<file path="config.mk">
export PLATFORM = sky130hd
export DESIGN_NAME = pc_stack_unit
export DESIGN_NICKNAME = d
export VERILOG_FILES = /design/src/rtl/pc_pkg.sv /design/src/rtl/ret_stack.sv /design/src/rtl/pc_stack_unit.sv
export SDC_FILE = /design/constraint.sdc
export NUM_CORES = 1
export LEC_CHECK = 0
export CAP_MARGIN = 20
export CORE_UTILIZATION = 59
export CTS_BUF_LIST = sky130_fd_sc_hd__clkbuf_8
export DETAILED_ROUTE_END_ITERATION = 6
export PLACE_DENSITY_LB_ADDON = 0.1
export SYNTH_ARGS = -nofsm -noshare
export SYNTH_HDL_FRONTEND = slang
export SYNTH_HIERARCHICAL = 1
export SYNTH_SLANG_ARGS = --single-unit
</file>
<file path="constraint.sdc">
create_clock -name clk -period 4.2 [get_ports clk]
set_input_delay 0.84 -clock clk [delete_from_list [all_inputs] [get_ports clk]]
set_output_delay 0.84 -clock clk [all_outputs]
set_load 0.05 [all_outputs]
</file>
<file path="src/rtl/pc_pkg.sv">
// pc_pkg: shared state, fault-code and op-priority definitions for pc_stack_unit
package pc_pkg;
    typedef enum logic [1:0] {RUN, HALT, FAULT} state_t;
    typedef enum logic [2:0] {OP_NONE, OP_INC, OP_LOAD, OP_CALL, OP_RET} op_t;
    localparam logic [1:0] FC_NONE = 2'b00;
    localparam logic [1:0] FC_OVF  = 2'b01;
    localparam logic [1:0] FC_UDF  = 2'b10;
endpackage

</file>
<file path="src/rtl/ret_stack.sv">
// ret_stack: parametrised LIFO; push/pop update depth, dout is combinational top-of-stack
//   clk, r (sync active-high reset) | push, pop, din | dout, depth, full, empty
module ret_stack #(
    parameter int W = 16,
    parameter int D = 8
) (
    input  logic                   clk,
    input  logic                   r,
    input  logic                   push,
    input  logic                   pop,
    input  logic [W-1:0]           din,
    output logic [W-1:0]           dout,
    output logic [$clog2(D+1)-1:0] depth,
    output logic                   full,
    output logic                   empty
);
    localparam int AW = $clog2(D);
    localparam int DW = $clog2(D+1);
    logic [W-1:0]  mem [D];
    logic [AW-1:0] top;
    assign top   = AW'(depth - 1'b1);
    assign dout  = mem[top];
    assign full  = depth == DW'(D);
    assign empty = depth == '0;
    always_ff @(posedge clk)
        if (push && !full) mem[AW'(depth)] <= din;
    always_ff @(posedge clk)
        if (r) depth <= '0;
        else if (push && !full) depth <= depth + 1'b1;
        else if (pop && !empty) depth <= depth - 1'b1;
endmodule

</file>
<file path="src/rtl/pc_stack_unit.sv">
// pc_stack_unit: program counter with increment/load/call/return, return-address stack and fault FSM
//   clk, r (sync active-high reset) | en, load, call, ret, halt, resume, oe, bus_in
//   bus_out, bus_oe, pc, depth, full, empty, halted, fault, fault_code
module pc_stack_unit
    import pc_pkg::*;
#(
    parameter int                ADDR_W      = 16,
    parameter int                STACK_DEPTH = 8,
    parameter int                INC         = 1,
    parameter logic [ADDR_W-1:0] RESET_VEC   = '0
) (
    input  logic                             clk,
    input  logic                             r,
    input  logic                             en,
    input  logic                             load,
    input  logic                             call,
    input  logic                             ret,
    input  logic                             halt,
    input  logic                             resume,
    input  logic                             oe,
    input  logic [ADDR_W-1:0]                bus_in,
    output logic [ADDR_W-1:0]                bus_out,
    output logic                             bus_oe,
    output logic [ADDR_W-1:0]                pc,
    output logic [$clog2(STACK_DEPTH+1)-1:0] depth,
    output logic                             full,
    output logic                             empty,
    output logic                             halted,
    output logic                             fault,
    output logic [1:0]                       fault_code
);
    state_t            state, state_n;
    op_t               op;
    logic [ADDR_W-1:0] pc_n, pc_inc, top;
    logic [1:0]        fc_n;
    logic              push, pop;
    assign pc_inc = pc + ADDR_W'(INC);
    assign op     = ret ? OP_RET : call ? OP_CALL : load ? OP_LOAD : en ? OP_INC : OP_NONE;
    ret_stack #(.W(ADDR_W), .D(STACK_DEPTH)) u_stack (
        .clk   (clk),
        .r     (r),
        .push  (push),
        .pop   (pop),
        .din   (pc_inc),
        .dout  (top),
        .depth (depth),
        .full  (full),
        .empty (empty)
    );
    always_ff @(posedge clk)
        if (r) begin
            state      <= RUN;
            pc         <= RESET_VEC;
            fault_code <= FC_NONE;
        end else begin
            state      <= state_n;
            pc         <= pc_n;
            fault_code <= fc_n;
        end
    // halt outranks every op; overflow/underflow leave pc and stack untouched
    always_comb begin
        state_n = state;
        pc_n    = pc;
        fc_n    = fault_code;
        push    = 1'b0;
        pop     = 1'b0;
        if (state == RUN && halt) state_n = HALT;
        else if (state == RUN)
            case (op)
                OP_RET:
                    if (empty) begin
                        state_n = FAULT;
                        fc_n    = FC_UDF;
                    end else begin
                        pc_n = top;
                        pop  = 1'b1;
                    end
                OP_CALL:
                    if (full) begin
                        state_n = FAULT;
                        fc_n    = FC_OVF;
                    end else begin
                        pc_n = bus_in;
                        push = 1'b1;
                    end
                OP_LOAD: pc_n = bus_in;
                OP_INC:  pc_n = pc_inc;
                default: ;
            endcase
        else if (state == HALT && resume) state_n = RUN;
    end
    assign bus_oe  = oe && state != FAULT;
    assign bus_out = bus_oe ? pc : '0;
    assign halted  = state == HALT;
    assign fault   = state == FAULT;
endmodule

</file>
==> summary.md, run 1 <==
| Metric | Value |
|---|---|
| Status | finished, final reports clean |
| Total Routing Usage GR | 27.2% |
| WP buf/inv | 2 |
| Post-DP HPWL | 9850 µm |
| Worst Setup End Kind | output pin |
| Finished layout cell area | 8280 µm² |
| Vias post-DR | 4215 |
| Peak supply drop | 0.288 mV |
| Antenna-violating nets left | 0 |
| Final Cycle Share | 88.9% |
| CP Launch Type | flip-flop |
| Cell area after synthesis | 6860 µm² |
| Main synth FF type | edfxtp_1 |
| Finished Layout Cells | 674 |
| CP max FO | 9 |
| Initial drt markers | 457 |
| Post-synth net total | 466 |
| Worst min path class | reg2reg |
| Synth Area per Inst | 15.7 µm² |
| CP delay by family, top | buffers and inverters |
| Slowest-stage cell, CP | clkdlybuf4s50_1 |
| Crit path required time | 3360 ps |
| Final worst slack | 465 ps |
| CTS Buf Count | 17 |
| Dominant cell type by area after synthesis | edfxtp_1 |
| Num Clock Sinks | 152 |
| Worst slack, placed | 842 ps |
| Post-CTS sizing | 0 |
| Final Core Density | 72.8% |
| Root Driver | clkbuf_8 |
| Clock Latency Late Sink | 460 ps |
| Synth warn | 6 |
| Hold Vio Cnt, Final | 0 |
| Pins over their slew limit | 0 |
| Chip width | 110 µm |
| R2R setup slack | 1160 ps |
| Max Cap Violations | 0 |
| DRT Wirelength | 15100 µm |
| Initial Util | 60.3% |
| Placed cells | 643 |
| Setup violators final | 0 |
| CTS tree | done |
| Via-to-Cell Ratio | 6.25 |
| Worst-path clk slew | 90 ps |
| I/O Pins | 68 |
| Library cells used by synthesis | 57 |
| Synth area leaders | edfxtp_1 56%, mux4_2 8.5%, dfxtp_1 7.0% |
| Min cycle time layout | 3730 ps |
| Die area | 12100 µm² |
| Remaining Overflow, GRT | 0 |
| WS Path Type | reg2out |
| H-Tree Depth | 4 |
| Filler cells | 741 |
| Cts-stage hold buffer count | 0 |
| Area share of the largest cell type after synthesis | 56.0% |
| P_leak | 2.78 nW |
| RSZ-0062 raised after global routing | no |
| Vias in the first global route | 4097 |
| Setup TNS | 0 ps |
| Inserted Diodes | 0 |
| Placed cell areas | 7870 µm² |
| Post CTS Setup Buffer Count | 0 |
| Die H | 110 µm |
| Syn Inst Count | 438 |
| Mean routed wirelength per cell | 22.5 µm |
| First-pass GRT wire length | 22800 µm |
| Tightest Pin Transition | 908 ps |
| Share of post-route cells with drive strength above 1 | 23.2% |
| Slew headroom | 39.4% |
| Power per cell area | 380 nW/µm² |
| Cell Rows | 39 |
| Register area share after synthesis | 63.0% |
| Seq cells post-synth | 152 |
| Slowest cell delay on critical path | 900 ps |
| Max Freq | 0.268 GHz |
| Area delta synth->final | 20.6% |
| Final nets | 547 |
| Core area | 11400 µm² |
| Max Buffers Root-to-Sink | 2 |
| Number of synthesized flops with an enable pin | 128 |
| Drt first pass iters | 7 |
| IO Port Bufs | 67 |
| Clock skew | 14.4 ps |
| WP data arrival | 2890 ps |
| Final Wtd Congestion | 0.821 |
| Critical path, cell by cell | inv_1 -> ha_1 -> nand2b_1 -> nor2_1 -> clkdlybuf4s50_1 |
| Initial antenna violation count | 0 |
| Residual DRC | 0 |
| Largest net degree at the start of global routing | 40 |
| Post-synth ARST share | 0% |
## cells in the final DEF (no fill, tap or decap), drive strengths merged, types with 3 or more instances in the layout
cell           synthesis  final
edfxtp               128    128
clkdlybuf4s50          0     50
buf                   13     36
mux4                  32     32
nor2                  30     30
dfxtp                 24     24
and2                  17     17
clkbuf                11     17
mux2                  17     17
nand2                 14     14
o21ai                 14     14
inv                   11     13
xnor2                 10     10
nand3                  9      9
a21oi                  9      9
nor3                   8      8
a222oi                 7      7
nand2b                 7      7
o32ai                  6      6
clkinvlp               0      6
xor2                   6      6
a221oi                 5      5
a311oi                 5      5
nor2b                  4      4
nor3b                  4      4
nand3b                 4      4
a22oi                  4      4
or3                    4      4
nor4                   3      3
and3                   3      3
a21o                   3      3
ha                     3      3
bufinv                 0      3
clkinv                 0      3
## synthesized netlist by cell type (5+ instances only)
library cell,instances
a21oi_1,9
nand2b_1,7
nand3_1,9
and2_1,17
nor2_1,29
mux4_1,6
o32ai_1,6
nand2_1,14
nor3_1,8
mux4_2,26
inv_1,11
mux2_4,15
xor2_1,5
clkbuf_1,11
edfxtp_1,128
buf_2,6
a221oi_1,5
o21ai_0,13
a222oi_1,7
dfxtp_1,24
xnor2_1,10
## report_power, final
group	switching, mW	internal, mW	leakage (nW)
clock	0.553	0.586	0.187
combinational	0.192	0.124	1.22
sequential	0.0284	1.66	1.37
## final cells by class
type,count,area (µm²),share of cell area [%]
inverter,11,41.3,0.499
clock inverter,14,175,2.12
sequential,152,4330,52.3
tap,143,179,2.16
timing repair buffer,86,971,11.7
multi-input combinational,251,2350,28.4
clock buffer,17,234,2.83
## per-stage QoR
step                power [mW]  hold slack, ps
finish                    3.14             525
global route              3.24             563
CTS                       3.16             527
detailed placement        2.04             516
global placement          2.03             506
floorplan                 1.91             507
## worst paths after layout
| path | cells after the start | end | startpoint |
|---|---|---|---|
| hold reg to reg | 2 | fault_code[1] | fault_code[1] |
| setup reg to reg | 8 | pc[14] | u_stack/depth[1] |
| setup / recovery | 5 | empty | u_stack/depth[1] |
| hold / removal | 2 | fault_code[1] | fault_code[1] |
## tightest hold or removal path, cell delays in order, from the launching register on
cell and delay [ps]:
dfxtp_1 320, a21oi_1 110, a311oi_1 50
## kinds of logic (layout without fill, tap and decap cells)
logic type | after synthesis | count (layout) | share of synthesized area, %
XOR/XNOR | 16 | 16 | 2.32
buffers and inverters | 35 | 128 | 2.86
AO/OA/AOI/OAI | 68 | 68 | 7.79
multiplexers | 51 | 51 | 14.7
adder cells (fa/ha/maj) | 3 | 3 | 0.547
flip-flops | 152 | 152 | 63.0
AND/OR/NAND/NOR | 113 | 113 | 8.72
## sequential cells by signal, indices dropped and copies added (netlist names)
| name | cells |
|---|---|
| u_stack/depth | 4 |
| state | 2 |
| fault_code | 2 |
| u_stack/mem | 128 |
| pc | 16 |
## per-layer routing
| metal | track usage (%) | routed length, µm | vias up |
|---|---|---|---|
| met3 | 6.05 | 1060 | 34 |
| li1 | - | - | 1891 |
| met2 | 44.5 | 7590 | 180 |
| met5 | 0 | 0 | - |
| met4 | 12.7 | 399 | 0 |
| met1 | 34.6 | 6100 | 2110 |
(Power assumes the default switching activity.)
==> inputs of run 2 (changes only) <==
- CORE_UTILIZATION: 59 -> 30
==> run 2 against run 1 <==
  * Non-clock buffer count unchanged
  * Sequential share of layout area decreased by 1.2 points
  * Clock skew decreased by 2.4 ps
  * Register-to-register slack better by 140 ps
  * Via count fell by 0.85%
  * Cell count increased by 20%
  * Critical path type unchanged
  * Critical endpoint unchanged
==> summary.md, run 2 (synthesis gave the netlist of run 1 again) <==
| Metric | Value |
|---|---|
| Slowest cell delay on critical path | 880 ps |
| Worst slack, placed | 832 ps |
| RR Startpoint | u_stack/depth[1] |
| WS Path Type | reg2out |
| Slowest-stage cell, CP | clkdlybuf4s50_1 |
| P_leak | 2.80 nW |
| R2R setup slack | 1300 ps |
| CP Launch Type | flip-flop |
| Root Driver | clkbuf_8 |
| Total Power | 3.18 mW |
| Critical path, cell by cell | inv_1 -> ha_1 -> nand2b_1 -> nor2_1 -> clkdlybuf4s50_1 |
| Peak supply drop | 0.167 mV |
| Footprint of the multi-input gates | 2350 µm² |
| Final worst slack | 574 ps |
| Via-to-Cell Ratio | 5.15 |
| Residual DRC | 0 |
| Clock Latency Late Sink | 450 ps |
| WP buf/inv | 2 |
| Post-CTS sizing | 0 |
| Met2 routed WL | 9180 µm |
| Initial drt markers | 244 |
| Filler cells | 2024 |
| Max FFs per register | 128 |
| Die H | 153 µm |
| Final Cycle Share | 86.3% |
| Share of post-route cells with drive strength above 1 | 22.9% |
| Final nets | 547 |
| CP delay by family, top | buffers and inverters |
| CTS tree | done |
| Core area | 22100 µm² |
| Drt first pass iters | 5 |
| Power per cell area | 375 nW/µm² |
| DRT Wirelength | 18300 µm |
| H-Tree Depth | 4 |
| Highest Signal Layer | met4 |
| Antenna-violating nets left | 0 |
| RSZ-0062 raised after global routing | no |
| Hold Path Origin | fault_code[0] |
| FF+latch area | 4330 µm² |
| Inserted Diodes | 0 |
| Met1 wire length | 8240 µm |
| Register with the most flip-flops | u_stack/mem |
| Worst Setup End Kind | output pin |
| Hold Vio Cnt, Final | 0 |
| Total Routing Usage GR | 16.5% |
| I/O Pins | 68 |
| Finished layout cell area | 8470 µm² |
| Mean routed wirelength per cell | 22.6 µm |
| Most frequent cells in the layout | 128 x edfxtp_1, 50 x clkdlybuf4s50_1, 29 x nor2_1 |
| Num Clock Sinks | 152 |
| Slew headroom | 42.9% |
| Final Wtd Congestion | 0.725 |
| R2R depth | 10 |
| Placed cell areas | 8050 µm² |
| Tightest Pin Transition | 854 ps |
| Max Buffers Root-to-Sink | 2 |
| Crit path required time | 3360 ps |
| Setup violators final | 0 |
| Regs by FF count | u_stack/mem x128, pc x16, u_stack/depth x4 |
| Largest net degree at the start of global routing | 40 |
| Min cycle time layout | 3630 ps |
| Clock skew | 12.0 ps |
| DR WL met3 | 764 µm |
| WP data arrival | 2790 ps |
| Worst-path clk slew | 80 ps |
| Hold_ws | 501 ps |
| Crit path depth | 5 |
| Max Freq | 0.276 GHz |
| CP max FO | 9 |
| CTS Buf Count | 17 |
| Initial Util | 31.1% |
| Status | finished, final reports clean |
| Die area | 23500 µm² |
| Worst min path class | reg2reg |
| Initial antenna violation count | 0 |
| Post CTS Setup Buffer Count | 0 |
| Area delta synth->final | 23.4% |
| Setup TNS | 0 ps |
| IO Port Bufs | 67 |
| Max Cap Violations | 0 |
| Hold endpoint | fault_code[0] |
| Cts-stage hold buffer count | 0 |
| Vias in the first global route | 4327 |
| Vias post-DR | 4179 |
| Worst R2R End | u_stack/mem[1][6] |
| Cell Rows | 54 |
| Pins over their slew limit | 0 |
| Chip width | 153 µm |
| First-pass GRT wire length | 27700 µm |
| Commonest non-fill, non-tap cell in the layout | edfxtp_1 |
| Post-DP HPWL | 11900 µm |
| Remaining Overflow, GRT | 0 |
| WHS Path Cells | 2 |
[run 2: worst min-delay path, stage by stage, from the launching register on]
cell and delay (ps):
dfxtp_1 330, mux2i_1 70, nor2_1 70
[run 2: cell type report]
| class | instances | area share (%) |
|---|---|---|
| clock buffer | 19 | 3.09 |
| clock inverter | 13 | 1.83 |
| inverter | 11 | 0.488 |
| multi-input combinational | 251 | 27.8 |
| sequential | 152 | 51.1 |
| tap | 280 | 4.14 |
| timing repair buffer | 86 | 11.6 |
[run 2: how the worst max path moves through the flow]
stage                      from            endpoint  slack (ps)
6_report       u_stack/depth[1]               empty         570
5_1_grt        u_stack/depth[1]               empty         390
4_1_cts        u_stack/depth[1]               empty         530
3_5_place_dp                ret   u_stack/mem[1][6]         830
3_3_place_gp               halt  u_stack/mem[1][15]         860
2_1_floorplan  u_stack/depth[0]   u_stack/mem[0][0]          80
[run 2: routing by layer]
metal	track usage (%)	vias to the layer above
met5	0	-
met4	3.99	0
met2	28.0	103
met1	21.4	2169
met3	3.54	11
li1	-	1896
[run 2: report_power, final]
group	total (mW)	internal (mW)	switching (mW)
Sequential	1.69	1.66	0.0294
Combinational	0.328	0.126	0.202
Clock	1.16	0.614	0.544
Total	3.18	2.40	0.776
[run 2: through the flow]
stage / utilization (%) / instances
floorplan: - / 438
global placement: 36.4 / 780
detailed placement: 36.4 / 780
CTS: 38.3 / 812
global route: 38.3 / 812
finish: 38.3 / 812
